==> config.mk <==
export PLATFORM = sky130hd
export DESIGN_NAME = arith_pipe_ctrl_flat
export DESIGN_NICKNAME = d
export VERILOG_FILES = /design/src/rtl/arith_enc_pkg.sv /design/src/rtl/arith_pipe_ctrl_if.sv /design/src/rtl/arith_pipe_valid_sr.sv /design/src/rtl/arith_pipe_ctrl.sv /design/src/flat_wrapper.sv
export SDC_FILE = /design/constraint.sdc
export NUM_CORES = 1
export LEC_CHECK = 0
export BUFFER_PORTS_ARGS = -buffer_cell sky130_fd_sc_hd__buf_2
export CAP_MARGIN = 25
export CORE_UTILIZATION = 55
export CTS_CLUSTER_DIAMETER = 80
export DETAILED_ROUTE_END_ITERATION = 12
export GPL_ROUTABILITY_DRIVEN = 0
export GPL_TIMING_DRIVEN = 0
export PLACE_DENSITY_LB_ADDON = 0.12
export SYNTH_ARGS = -nofsm -noshare
export SYNTH_HDL_FRONTEND = slang
export SYNTH_SLANG_ARGS = --single-unit
==> constraint.sdc <==
create_clock -name clk -period 5.1 [get_ports clk]
set_input_delay 0.765 -clock clk [delete_from_list [all_inputs] [get_ports clk]]
set_output_delay 0.765 -clock clk [all_outputs]
set_load 0.03 [all_outputs]
==> src/rtl/arith_enc_pkg.sv <==
`default_nettype none
// ============================================================================
//  Package     : arith_enc_pkg
//  Description : Shared constants for the arithmetic-encoder pipeline control.
//  Revision    : 1.0 - initial release
// ============================================================================
package arith_enc_pkg;

    localparam int c_DEF_NUM_STAGES = 3;
    localparam int c_DEF_ISSUE_GAP  = 1;
    localparam int c_DEF_CNT_W      = 16;

    typedef logic [1:0] pipe_state_t;

    localparam logic [1:0] c_ST_IDLE  = 2'd0;
    localparam logic [1:0] c_ST_RUN   = 2'd1;
    localparam logic [1:0] c_ST_DRAIN = 2'd2;
    localparam logic [1:0] c_ST_DONE  = 2'd3;

endpackage
`default_nettype wire

==> src/rtl/arith_pipe_ctrl_if.sv <==
`default_nettype none
// ============================================================================
//  Interface   : arith_pipe_ctrl_if
//  Description : Handshake, flush and stage-control bundle of the controller.
//  Revision    : 1.0 - initial release
// ============================================================================
interface arith_pipe_ctrl_if
    import arith_enc_pkg::*;
#(
    parameter int NUM_STAGES = c_DEF_NUM_STAGES,
    parameter int CNT_W      = c_DEF_CNT_W
);
    logic                  in_valid;
    logic                  in_ready;
    logic                  flush;
    logic                  out_ready;
    logic                  out_valid;
    logic [NUM_STAGES-1:0] stage_en;
    logic [NUM_STAGES-1:0] stage_valid;
    logic                  mux_reset;
    logic                  flush_done;
    logic [CNT_W-1:0]      sym_count;

    modport master (
        output in_valid, flush, out_ready,
        input  in_ready, out_valid, stage_en, stage_valid,
        input  mux_reset, flush_done, sym_count
    );

    modport slave (
        input  in_valid, flush, out_ready,
        output in_ready, out_valid, stage_en, stage_valid,
        output mux_reset, flush_done, sym_count
    );
endinterface
`default_nettype wire

==> src/rtl/arith_pipe_valid_sr.sv <==
`default_nettype none
// ============================================================================
//  Module      : arith_pipe_valid_sr
//  Description : Per-stage valid shift register that holds while stalled.
//  Revision    : 1.0 - initial release
// ============================================================================
module arith_pipe_valid_sr #(
    parameter int NUM_STAGES = 3
) (
    input  wire logic                  clk,
    input  wire logic                  rst,
    input  wire logic                  i_advance,
    input  wire logic                  i_shift_in,
    output logic      [NUM_STAGES-1:0] o_valid
);
    logic [NUM_STAGES-1:0] r_valid;

    always_ff @(posedge clk) begin
        if (rst) begin
            r_valid <= '0;
        end else if (i_advance) begin
            r_valid <= {r_valid[NUM_STAGES-2:0], i_shift_in};
        end
    end

    assign o_valid = r_valid;
endmodule
`default_nettype wire

==> src/rtl/arith_pipe_ctrl.sv <==
`default_nettype none
// ============================================================================
//  Module      : arith_pipe_ctrl
//  Description : Stage enables, valid tracking, issue gap and flush/drain FSM
//                for the arithmetic-encoder datapath.
//  Revision    : 1.0 - initial release
// ============================================================================
module arith_pipe_ctrl
    import arith_enc_pkg::*;
#(
    parameter int NUM_STAGES = c_DEF_NUM_STAGES,
    parameter int ISSUE_GAP  = c_DEF_ISSUE_GAP,
    parameter int CNT_W      = c_DEF_CNT_W
) (
    input  wire logic        clk,
    input  wire logic        reset_ctrl,
    arith_pipe_ctrl_if.slave bus
);
    localparam int               c_GAP_W    = (ISSUE_GAP > 0) ? $clog2(ISSUE_GAP + 1) : 1;
    localparam logic [c_GAP_W-1:0] c_GAP_LOAD = c_GAP_W'(ISSUE_GAP);
    localparam logic [c_GAP_W-1:0] c_GAP_ONE  = c_GAP_W'(1);

    pipe_state_t           r_state;
    pipe_state_t           w_state_nxt;
    logic [c_GAP_W-1:0]    r_gap_cnt;
    logic [CNT_W-1:0]      r_sym_count;
    logic                  r_first_sym;
    logic [NUM_STAGES-1:0] w_valid;

    logic w_advance;
    logic w_issue_state;
    logic w_in_ready;
    logic w_accept;
    logic w_drain_done;
    logic w_flush_done;

    // One stalled output freezes every stage.
    assign w_advance     = !(w_valid[NUM_STAGES-1] && !bus.out_ready);
    assign w_issue_state = (r_state == c_ST_IDLE) || (r_state == c_ST_RUN);
    assign w_in_ready    = w_advance && (r_gap_cnt == '0) && w_issue_state && !reset_ctrl;
    assign w_accept      = bus.in_valid && w_in_ready;
    // Pipe is empty after this edge: nothing enters during DRAIN and the last stage leaves.
    assign w_drain_done  = w_advance && (w_valid[NUM_STAGES-2:0] == '0);
    assign w_flush_done  = (r_state == c_ST_DONE) && !reset_ctrl;

    arith_pipe_valid_sr #(
        .NUM_STAGES (NUM_STAGES)
    ) u_valid_sr (
        .clk        (clk),
        .rst        (reset_ctrl),
        .i_advance  (w_advance),
        .i_shift_in (w_accept),
        .o_valid    (w_valid)
    );

    always_comb begin
        w_state_nxt = r_state;
        case (r_state)
            c_ST_IDLE: begin
                if (bus.flush) begin
                    w_state_nxt = c_ST_DRAIN;
                end else if (w_accept) begin
                    w_state_nxt = c_ST_RUN;
                end
            end
            c_ST_RUN: begin
                if (bus.flush) begin
                    w_state_nxt = c_ST_DRAIN;
                end
            end
            c_ST_DRAIN: begin
                if (w_drain_done) begin
                    w_state_nxt = c_ST_DONE;
                end
            end
            default: w_state_nxt = c_ST_IDLE;
        endcase
    end

    always_ff @(posedge clk) begin
        if (reset_ctrl) begin
            r_state     <= c_ST_IDLE;
            r_gap_cnt   <= '0;
            r_sym_count <= '0;
            r_first_sym <= 1'b1;
        end else begin
            r_state <= w_state_nxt;

            if (w_accept) begin
                r_gap_cnt <= c_GAP_LOAD;
            end else if (w_advance && (r_gap_cnt != '0)) begin
                r_gap_cnt <= r_gap_cnt - c_GAP_ONE;
            end

            if (w_flush_done) begin
                r_sym_count <= '0;
            end else if (w_accept && (r_sym_count != '1)) begin
                r_sym_count <= r_sym_count + 1'b1;
            end

            if (w_flush_done) begin
                r_first_sym <= 1'b1;
            end else if (w_accept) begin
                r_first_sym <= 1'b0;
            end
        end
    end

    assign bus.in_ready    = w_in_ready;
    assign bus.out_valid   = w_valid[NUM_STAGES-1];
    assign bus.stage_en    = reset_ctrl ? '0 : {NUM_STAGES{w_advance}};
    assign bus.stage_valid = w_valid;
    assign bus.mux_reset   = w_accept && r_first_sym;
    assign bus.flush_done  = w_flush_done;
    assign bus.sym_count   = r_sym_count;
endmodule
`default_nettype wire

==> src/flat_wrapper.sv <==
// flat-port wrapper written by rule: the top's interface ports become plain ports
module arith_pipe_ctrl_flat import arith_enc_pkg::*;
#(
    parameter int NUM_STAGES = c_DEF_NUM_STAGES,
    parameter int ISSUE_GAP  = c_DEF_ISSUE_GAP,
    parameter int CNT_W      = c_DEF_CNT_W
)
  (clk, reset_ctrl, bus_in_valid, bus_flush, bus_out_ready, bus_in_ready, bus_out_valid, bus_stage_en, bus_stage_valid, bus_mux_reset, bus_flush_done, bus_sym_count);
  arith_pipe_ctrl_if #(.NUM_STAGES(NUM_STAGES), .CNT_W(CNT_W)) bus_i ();
  input  wire logic clk;
  input  wire logic reset_ctrl;
  input wire logic [$bits(bus_i.in_valid)-1:0] bus_in_valid;
  input wire logic [$bits(bus_i.flush)-1:0] bus_flush;
  input wire logic [$bits(bus_i.out_ready)-1:0] bus_out_ready;
  output wire logic [$bits(bus_i.in_ready)-1:0] bus_in_ready;
  output wire logic [$bits(bus_i.out_valid)-1:0] bus_out_valid;
  output wire logic [$bits(bus_i.stage_en)-1:0] bus_stage_en;
  output wire logic [$bits(bus_i.stage_valid)-1:0] bus_stage_valid;
  output wire logic [$bits(bus_i.mux_reset)-1:0] bus_mux_reset;
  output wire logic [$bits(bus_i.flush_done)-1:0] bus_flush_done;
  output wire logic [$bits(bus_i.sym_count)-1:0] bus_sym_count;
  assign bus_i.in_valid = bus_in_valid;
  assign bus_i.flush = bus_flush;
  assign bus_i.out_ready = bus_out_ready;
  assign bus_in_ready = bus_i.in_ready;
  assign bus_out_valid = bus_i.out_valid;
  assign bus_stage_en = bus_i.stage_en;
  assign bus_stage_valid = bus_i.stage_valid;
  assign bus_mux_reset = bus_i.mux_reset;
  assign bus_flush_done = bus_i.flush_done;
  assign bus_sym_count = bus_i.sym_count;
  arith_pipe_ctrl #(.NUM_STAGES(NUM_STAGES), .ISSUE_GAP(ISSUE_GAP), .CNT_W(CNT_W)) u_core (.clk(clk), .reset_ctrl(reset_ctrl), .bus(bus_i));
endmodule
==> results of run 1 <==
-- per-stage QoR --
stage / cell area [µm²] / utilization / std cells / setup WS (ns) / power, mW
global placement: 1490 / 0.669 / 210 / 2.36 / 0.361
global route: 1520 / 0.681 / 214 / 2.23 / 0.481
detailed placement: 1490 / 0.669 / 210 / 2.40 / 0.368
floorplan: 1310 / - / 153 / 2.21 / 0.330
CTS: 1520 / 0.681 / 214 / 2.35 / 0.457
finish: 1520 / 0.681 / 214 / 2.37 / 0.452
-- cells in the mapped netlist, drive strengths merged --
| library cell | count | share of area |
|---|---|---|
| a21oi | 13 | 0.050 |
| a211o | 1 | 0.0067 |
| or2 | 1 | 0.0048 |
| dfxtp | 23 | 0.35 |
| or3 | 7 | 0.033 |
| nand3b | 1 | 0.0057 |
| o31ai | 8 | 0.046 |
| o21ai | 2 | 0.0076 |
| and3 | 1 | 0.0048 |
| inv | 5 | 0.014 |
| nor2b | 2 | 0.015 |
| or4 | 10 | 0.060 |
| nor4 | 9 | 0.057 |
| buf | 7 | 0.047 |
| nand4 | 3 | 0.014 |
| and4 | 2 | 0.013 |
| nor2 | 10 | 0.029 |
| clkbuf | 4 | 0.011 |
| nand2b | 2 | 0.0095 |
| mux2i | 7 | 0.053 |
| nand2 | 18 | 0.051 |
| ha | 5 | 0.048 |
| o41ai | 1 | 0.0067 |
| o221a | 1 | 0.0086 |
| nand3 | 6 | 0.023 |
| mux2 | 3 | 0.026 |
| and2 | 1 | 0.0048 |
-- routing by layer --
layer / GRT usage / wire length (µm)
met3: 0.0298 / 78
met1: 0.342 / 1440
met5: 0 / 0
met2: 0.404 / 1420
met4: 0.116 / 50
-- cell type report --
cell class / instances / area, µm²
fillers: 188 / 712
plain buffers: 11 / 76.3
clock inverters: 1 / 5.00
repair buffers: 29 / 145
well taps: 28 / 35.0
clock buffers: 3 / 22.5
inverters: 5 / 18.8
multi-input cells: 114 / 758
flip-flops and latches: 23 / 460
-- critical path: stages, from the launching register on --
cell and delay (ns):
dfxtp_1 0.36, inv_1 0.12, ha_1 0.20, nor2_1 0.08, nor4_1 0.49, and2_1 0.21
buf_2 0.19
-- cell families (layout without fill, tap and decap cells) --
group | after synthesis | after routing
AND/OR/NAND/NOR | 73 | 73
AO/OA/AOI/OAI | 26 | 26
flip-flops | 23 | 23
buffers and inverters | 16 | 49
multiplexers | 10 | 10
adder cells (fa/ha/maj) | 5 | 5
-- worst max path at each step --
| stage | slack, ns | endpoint | depth (start not counted) |
|---|---|---|---|
| floorplan | 2.21 | bus_in_ready | 3 |
| detailed placement | 2.40 | bus_mux_reset | 6 |
| global route | 2.23 | bus_mux_reset | 6 |
| global placement | 2.36 | bus_mux_reset | 6 |
| CTS | 2.35 | bus_mux_reset | 6 |
| finish | 2.37 | bus_mux_reset | 6 |
-- power by group through the flow --
stage | Sequential (mW) | Combinational, mW | Clock (mW)
6_report | 0.205 | 0.159 | 0.0880
4_1_cts | 0.205 | 0.160 | 0.0916
5_1_grt | 0.207 | 0.179 | 0.0957
3_3_place_gp | 0.208 | 0.153 | 0
2_1_floorplan | 0.215 | 0.115 | 0
3_5_place_dp | 0.209 | 0.159 | 0
-- sequential cells by signal, summed over array words and instances (netlist names) --
name and count:
u_core.r_first_sym 1, u_core.u_valid_sr.o_valid 3, u_core.r_gap_cnt 1, u_core.bus.sym_count 16, u_core.r_state 2
==> results by group, run 1 <==
Run status
  • Status: complete, no violations

Logic synthesis
  • Area of the mapped netlist: 1310 µm²
  • Largest family of logic cells by synthesized area: simple AND/OR/NAND/NOR gates
  • Post-synthesis mux area share: 0.0790
  • Synth Instances: 153
  • Adder-cell share of the synthesized area: 0.0476
  • Post-Synth XOR/XNOR Area: 0
  • Synthesized net count: 163
  • Synth warn: 0
  • Cell variety after synth: 32
  • Compound-Gate Fraction of Synth Area: 0.125
  • Simple-gate portion of the synthesized area: 0.326
  • Seq cells post-synth: 23
  • Syn avg cell area: 8.59 µm²
  • Sequential element share of the synthesized area: 0.350

Worst setup path
  • CP Launch Type: flop
  • Reg2reg start: u_core.r_state[0]
  • Cell depth of the worst flop-to-flop path: 8
  • R2R Setup Slk: 2.82 ns
  • Critical Path End Type: output port
  • Critical path startpoint: u_core.r_state[0]
  • Worst Path Required: 4.34 ns
  • Worst R2R End: u_core.bus.sym_count[9]
  • CP Class: flop to output port
  • CP Data Arrival Time: 1.97 ns
  • Worst-path fanout max: 4

Min path
  • End of the worst hold path: u_core.r_first_sym
  • Type of the worst min-delay path: flop to flop
  • Hold depth: 2
  • Min-Delay Startpoint: u_core.r_first_sym

Route
  • Initial drt markers: 29
  • # DRC: 0
  • Routed WL: 2.98 mm
  • Vias post-DR: 1231
  • DR WL/cell: 13.9 µm
  • First drt pass iteration count: 4
  • Routed Antenna Nets: 0
  • Vias per cell: 5.75

Pwr
  • Internal power: 286 µW
  • Part of the power in registers: 0.454
  • Power share of the combinational group: 0.351
  • Power Dens Cells: 297 nW/µm²
  • P_sw: 166 µW
  • Switching Fraction: 0.368
  • Lkg Pwr: 0.601 nW
  • Clk pwr share: 0.195
  • Peak supply drop: 0.263 mV

Final layout
  • Most frequent cells in the layout: 30 x buf_2, 23 x dfxtp_1, 18 x nand2_1, 13 x a21oi_1, 10 x nor2_1
  • Final net count: 197
  • Share of cells above drive strength 1: 0.269
  • Leading cell type in the layout, fill and taps excluded: buf_2
  • Area growth syn-to-layout: 15.8%
  • N_diodes: 0

Floorplanning
  • Die ar.: 2590 µm²
  • Cell Rows: 17
  • Starting Density: 0.588
  • Die Wd: 50.9 µm
  • Die Y-Extent: 50.9 µm
  • # IOs: 31
  • Core area: 2230 µm²

CTS
  • Cts hold-fix bufs: 0
  • H-tree depth: 1
  • Post-CTS Setup Bufs: 0
  • Clock root buffer: clkbuf_4
  • CTS tree: yes
  • Sink Count: 23
  • Worst-Skew Late Latency: 0.32 ns
  • Worst-case clock buffer depth: 2
  • CTS Buf Count: 3
  • Reg clk slew, reported paths: 0.14 ns
  • Gates resized, CTS repair: 0

Global route
  • Grt ovf: 0
  • Global-route wire length before repair: 4.86 mm
  • Total GRT Usage: 0.253
  • Antenna violations before repair: 0
  • Vias in the first global route: 1103
  • Largest net degree at the start of global routing: 14

STA
  • Setup violations, final: 0
  • Fin Clk Skew: 0.00722 ns
  • RSZ-0062 raised after global routing: no
  • Max-slew headroom: 0.457
  • Worst Hold Slack: 0.446 ns
  • Setup_tns: 0 ns
  • Least-Margin Pin Slew: 0.808 ns
  • Highest clock rate: 0.366 GHz
  • Slew Limit Fails: 0
  • Final period util: 0.536
  • Post-layout minimum cycle time: 2.73 ns
  • Hold Vio Cnt, Final: 0

Place
  • Final HPWL from detailed placement: 2.21 mm
  • Port Buffer Count: 29

Flow run
  • Max cap viols: 0
(Power assumes the default switching activity.)
==> run 2: changes to the inputs <==
--- a/config.mk
+++ b/config.mk
@@ -7,7 +7,7 @@
 export LEC_CHECK = 0
 export BUFFER_PORTS_ARGS = -buffer_cell sky130_fd_sc_hd__buf_2
 export CAP_MARGIN = 25
-export CORE_UTILIZATION = 55
+export CORE_UTILIZATION = 52
 export CTS_CLUSTER_DIAMETER = 80
 export DETAILED_ROUTE_END_ITERATION = 12
 export GPL_ROUTABILITY_DRIVEN = 0
==> constraint.sdc (replaced) <==
create_clock -name clk -period 2.8 [get_ports clk]
set_input_delay 0.42 -clock clk [delete_from_list [all_inputs] [get_ports clk]]
set_output_delay 0.42 -clock clk [all_outputs]
set_load 0.03 [all_outputs]
==> results by group, run 2 (synthesis results as in run 1) <==
Run status
  • Status: complete, no violations

Route
  • Routed Antenna Nets: 0 (unchanged)
  • Initial drt markers: 17 (-41%)
  • Vias per cell: 5.92 (+2.8%)
  • Vias post-DR: 1266 (+2.8%)
  • Routed WL: 3.01 mm (+0.97%)
  • DR WL/cell: 14.1 µm (+0.97%)
  • # DRC: 0 (unchanged)
  • First drt pass iteration count: 4 (unchanged)

Min path
  • End of the worst hold path: u_core.r_first_sym
  • Type of the worst min-delay path: flop to flop
  • Min-Delay Startpoint: u_core.r_first_sym
  • Hold depth: 2 (unchanged)

Floorplanning
  • Die Y-Extent: 52.3 µm (+2.7%)
  • Cell Rows: 17 (unchanged)
  • Core area: 2300 µm² (+2.9%)
  • Die Wd: 52.3 µm (+2.7%)
  • Starting Density: 0.572 (-0.0163)
  • # IOs: 31 (unchanged)
  • Die ar.: 2730 µm² (+5.5%)

STA
  • Highest clock rate: 0.407 GHz
  • Fin Clk Skew: 0.00955 ns (+0.00233 ns)
  • Worst Hold Slack: 0.464 ns (+0.0185 ns)
  • PnR worst setup slack: 0.343 ns (-2.02 ns)
  • Setup violations, final: 0 (unchanged)
  • Slew Limit Fails: 0 (unchanged)
  • Final period util: 0.877
  • Post-layout minimum cycle time: 2.46 ns
  • Least-Margin Pin Slew: 0.756 ns (-0.0515 ns)
  • Max-slew headroom: 0.492 (+0.0346)
  • Setup_tns: 0 ns (unchanged)
  • Hold Vio Cnt, Final: 0 (unchanged)
  • RSZ-0062 raised after global routing: no

Worst setup path
  • R2R Setup Slk: 0.54 ns (-2.28 ns)
  • Critical Path End Type: output port
  • Worst Path Required: 2.38 ns (-1.96 ns)
  • CP Class: flop to output port
  • CP Data Arrival Time: 2.04 ns (+0.07 ns)
  • Worst-path fanout max: 4 (unchanged)
  • Cell depth of the worst flop-to-flop path: 8 (unchanged)
  • Worst R2R End: u_core.bus.sym_count[10]
  • Reg2reg start: u_core.r_state[0]
  • CP Launch Type: flop

CTS
  • Worst-case clock buffer depth: 2 (unchanged)
  • CTS tree: yes
  • Clock root buffer: clkbuf_4
  • Cts hold-fix bufs: 0 (unchanged)
  • Post-CTS Setup Bufs: 0 (unchanged)
  • CTS Buf Count: 3 (unchanged)
  • H-tree depth: 1 (unchanged)
  • Sink Count: 23 (unchanged)
  • Reg clk slew, reported paths: 0.14 ns (about the same)
  • Worst-Skew Late Latency: 0.32 ns (about the same)
  • Gates resized, CTS repair: 0 (unchanged)

Final layout
  • Most frequent cells in the layout: 30 x buf_2, 23 x dfxtp_1, 18 x nand2_1, 13 x a21oi_1, 10 x nor2_1
  • Final net count: 197 (unchanged)
  • Max reg flops: 16 (unchanged)
  • Share of cells above drive strength 1: 0.269 (unchanged)
  • Final instance area: 1520 µm² (unchanged)
  • Area growth syn-to-layout: 15.8% (unchanged)
  • # fillers: 204 (+8.5%)
  • N_diodes: 0 (unchanged)
  • Leading cell type in the layout, fill and taps excluded: buf_2

Global route
  • Antenna violations before repair: 0 (unchanged)
  • Largest net degree at the start of global routing: 14 (unchanged)
  • Grt ovf: 0 (unchanged)
  • Vias in the first global route: 1035 (-6.2%)
  • Global-route wire length before repair: 4.90 mm (+0.72%)
  • Total GRT Usage: 0.242 (-0.0118)

Place
  • Port Buffer Count: 29 (unchanged)
  • Place WS: 0.579 ns (-1.82 ns)
  • Final HPWL from detailed placement: 2.24 mm (+1.6%)
  • Post-DP Area: 1490 µm² (unchanged)

Flow run
  • Max cap viols: 0 (unchanged)

Pwr
  • Power Dens Cells: 544 nW/µm² (+83%)
  • Peak supply drop: 0.472 mV (+79%)
  • Lkg Pwr: 0.601 nW (unchanged)
run 2: metrics by stage:
| step | total power [mW] | util | cells |
|---|---|---|---|
| floorplan | 0.602 | - | 153 |
| global placement | 0.659 | 0.650 | 210 |
| detailed placement | 0.670 | 0.650 | 210 |
| CTS | 0.825 | 0.662 | 214 |
| global route | 0.874 | 0.662 | 214 |
| finish | 0.828 | 0.662 | 214 |
run 2: worst max-delay path, stage by stage, from the launching register on:
cell and delay [ns]:
dfxtp_1 0.37, inv_1 0.13, ha_1 0.21, nor2_1 0.08, nor4_1 0.53, and2_1 0.21
buf_2 0.19
run 2: final cells by class:
class	instances	area, µm²	area share
repair buffers	29	145	0.0954
inverters	5	18.8	0.0123
plain buffers	11	76.3	0.0502
flip-flops and latches	23	460	0.303
multi-input cells	114	758	0.498
clock buffers	3	22.5	0.0148
clock inverters	1	5.00	0.00329
well taps	28	35.0	0.0230
run 2: worst max-delay path by stage:
stage / cells after the start / startpoint / to / slack [ns]
floorplan: 3 / reset_ctrl / bus_in_ready / 0.60
global placement: 8 / bus_out_ready / u_core.bus.sym_count[9] / 0.61
detailed placement: 8 / bus_out_ready / u_core.bus.sym_count[9] / 0.58
CTS: 6 / u_core.r_state[0] / bus_mux_reset / 0.40
global route: 6 / u_core.r_state[1] / bus_mux_reset / 0.24
finish: 6 / u_core.r_state[0] / bus_mux_reset / 0.34
run 2: where the power goes:
group          switching, mW  internal (mW)
sequential            0.0217          0.352
clock                  0.107         0.0535
combinational          0.177          0.116
run 2: layer usage:
layer / part of all wire / vias to the layer above / track usage
li1: - / 636 / -
met1: 0.47 / 595 / 0.333
met2: 0.47 / 31 / 0.370
met3: 0.049 / 4 / 0.0725
met4: 0.0093 / 0 / 0.0526
met5: 0 / - / 0
==> run 3: changes to the inputs <==
--- a/config.mk
+++ b/config.mk
@@ -7,12 +7,14 @@
 export LEC_CHECK = 0
 export BUFFER_PORTS_ARGS = -buffer_cell sky130_fd_sc_hd__buf_2
 export CAP_MARGIN = 25
-export CORE_UTILIZATION = 52
+export CORE_UTILIZATION = 55
+export CTS_BUF_LIST = sky130_fd_sc_hd__clkbuf_8
 export CTS_CLUSTER_DIAMETER = 80
 export DETAILED_ROUTE_END_ITERATION = 12
 export GPL_ROUTABILITY_DRIVEN = 0
 export GPL_TIMING_DRIVEN = 0
 export PLACE_DENSITY_LB_ADDON = 0.12
+export RECOVER_POWER = 50
 export SYNTH_ARGS = -nofsm -noshare
 export SYNTH_HDL_FRONTEND = slang
 export SYNTH_SLANG_ARGS = --single-unit
==> results by group, run 3 (synthesis results as in run 1) <==
Final layout
  • Cell Count, Final, Fillers Out: 214 (unchanged)
  • Area growth syn-to-layout: 15.1%
  • Leading cell type in the layout, fill and taps excluded: clkbuf_1
  • Max reg flops: 16 (unchanged)
  • Fin util: 0.677 (+0.0150)
  • N_diodes: 0 (unchanged)
  • Most frequent cells in the layout: 26 x clkbuf_1, 23 x dfxtp_1, 18 x nand2_1, 13 x a21oi_1, 10 x nor2_1
  • Final instance area: 1510 µm² (-0.58%)
  • Share of cells above drive strength 1: 0.151 (-0.118)
  • Final net count: 197 (unchanged)

STA
  • Fin Clk Skew: 0.00410 ns (-0.00545 ns)
  • Setup violations, final: 0 (unchanged)
  • PnR worst setup slack: 0.444 ns (+0.101 ns)
  • RSZ-0062 raised after global routing: no
  • Least-Margin Pin Slew: 0.824 ns (+0.0673 ns)
  • Hold Vio Cnt, Final: 0 (unchanged)
  • Post-layout minimum cycle time: 2.36 ns (-0.101 ns)
  • Worst Hold Slack: 0.440 ns (-0.0244 ns)
  • Max-slew headroom: 0.446 (-0.0452)
  • Slew Limit Fails: 0 (unchanged)
  • Final period util: 0.841 (-0.0360)
  • Setup_tns: 0 ns (unchanged)
  • Highest clock rate: 0.424 GHz (+4.3%)

Floorplanning
  • Cell Rows: 17 (unchanged)
  • Die Wd: 50.9 µm (-2.7%)
  • Starting Density: 0.588 (+0.0163)
  • Die ar.: 2590 µm² (-5.2%)
  • # IOs: 31 (unchanged)
  • Die Y-Extent: 50.9 µm (-2.7%)
  • Core area: 2230 µm² (-2.8%)

Worst setup path
  • Worst-path fanout max: 4 (unchanged)
  • Crit-path cells: inv_1 > ha_1 > nor2_1 > nor4_1 > and2_1 > buf_2
  • Buf/Inv on CP: 2 (unchanged)
  • CP Data Arrival Time: 1.94 ns (-0.10 ns)
  • CP Launch Type: flop
  • Cell depth of the worst flop-to-flop path: 8 (unchanged)
  • CP Class: flop to output port
  • Critical path startpoint: u_core.r_state[0]
  • Worst Path Required: 2.38 ns (about the same)
  • Largest stage delay, worst path: 0.52 ns (about the same)
  • R2R Setup Slk: 0.53 ns (about the same)
  • Worst R2R End: u_core.bus.sym_count[9]
  • Critical path endpoint: bus_mux_reset
  • Critical Path End Type: output port
  • Reg2reg start: u_core.r_state[0]
  • Slowest CP cell: nor4_1
  • Worst path depth: 6 (unchanged)
  • CP delay by family, top: simple AND/OR/NAND/NOR gates

Place
  • Final HPWL from detailed placement: 2.21 mm (-1.5%)
  • Placed cells: 210 (unchanged)
  • Post-DP Area: 1490 µm² (unchanged)
  • Place WS: 0.568 ns (-0.0112 ns)
  • Port Buffer Count: 29 (unchanged)

Pwr
  • Lkg Pwr: 0.514 nW (-14%)
  • Peak supply drop: 0.486 mV (+3.2%)
  • Power Dens Cells: 575 nW/µm² (+5.7%)
  • Total power: 870 µW (+5.1%)

CTS
  • H-tree depth: 1 (unchanged)
  • Worst-Skew Late Latency: 0.26 ns (-0.06 ns)
  • Cts hold-fix bufs: 0 (unchanged)
  • Reg clk slew, reported paths: 0.09 ns (-0.05 ns)
  • CTS Buf Count: 3 (unchanged)
  • Post-CTS Setup Bufs: 0 (unchanged)
  • Clock root buffer: clkbuf_8
  • Sink Count: 23 (unchanged)
  • CTS tree: yes
  • Gates resized, CTS repair: 0 (unchanged)
  • Worst-case clock buffer depth: 2 (unchanged)

Global route
  • Total GRT Usage: 0.254 (+0.0124)
  • Grt ovf: 0 (unchanged)
  • Global-route wire length before repair: 4.90 mm (unchanged)
  • Largest net degree at the start of global routing: 14 (unchanged)
  • Vias in the first global route: 1105 (+6.8%)
  • Antenna violations before repair: 0 (unchanged)

Flow run
  • Max cap viols: 0 (unchanged)

Route
  • # DRC: 0 (unchanged)
  • Routed Antenna Nets: 0 (unchanged)
  • First drt pass iteration count: 4 (unchanged)
  • Vias per cell: 5.75 (-2.8%)
  • Vias post-DR: 1231 (-2.8%)
  • Initial drt markers: 33 (+16)
  • DR WL/cell: 14.1 µm (+0.17%)
  • Routed WL: 3.02 mm (+0.17%)

Min path
  • Type of the worst min-delay path: flop to flop

Run status
  • Status: complete, no violations
[run 3: cell types whose count changed in the layout (fill, tap and decap cells not counted)]
cell and change:
clkbuf_1 +22, clkbuf_4 -3, buf_2 -22, clkbuf_8 +3
[run 3: per-layer routing]
metal | wire length (µm) | vias up | GRT usage
met1 | 1450 | 572 | 0.336
met4 | 29 | 0 | 0.102
met3 | 82 | 4 | 0.0298
met2 | 1460 | 24 | 0.420
li1 | - | 631 | -
met5 | 0 | - | 0
[run 3: how the worst min path moves through the flow]
stage	depth (start not counted)	slack, ns	start	to
6_report	2	0.44	u_core.r_first_sym	u_core.r_first_sym
5_1_grt	2	0.46	u_core.r_first_sym	u_core.r_first_sym
4_1_cts	2	0.44	u_core.r_first_sym	u_core.r_first_sym
3_5_place_dp	2	0.43	u_core.r_first_sym	u_core.r_first_sym
3_3_place_gp	2	0.43	u_core.r_first_sym	u_core.r_first_sym
2_1_floorplan	2	0.42	u_core.r_first_sym	u_core.r_first_sym
[run 3: where the power goes]
group	switching (mW)	internal (mW)	total, mW
sequential	0.0217	0.352	0.374
clock	0.110	0.0994	0.209
combinational	0.175	0.112	0.287
[run 3: area by class of cell]
cell class	instances	area (µm²)
inverters	5	18.8
well taps	28	35.0
fillers	195	721
repair buffers	29	118
plain buffers	11	76.3
multi-input cells	114	758
clock inverters	1	5.00
flip-flops and latches	23	460
clock buffers	3	41.3
[run 3: tightest hold or removal path, cell delays in order (launching register included)]
cell and delay [ns]:
dfxtp_1 0.31, nand2_1 0.05, nand2_1 0.04
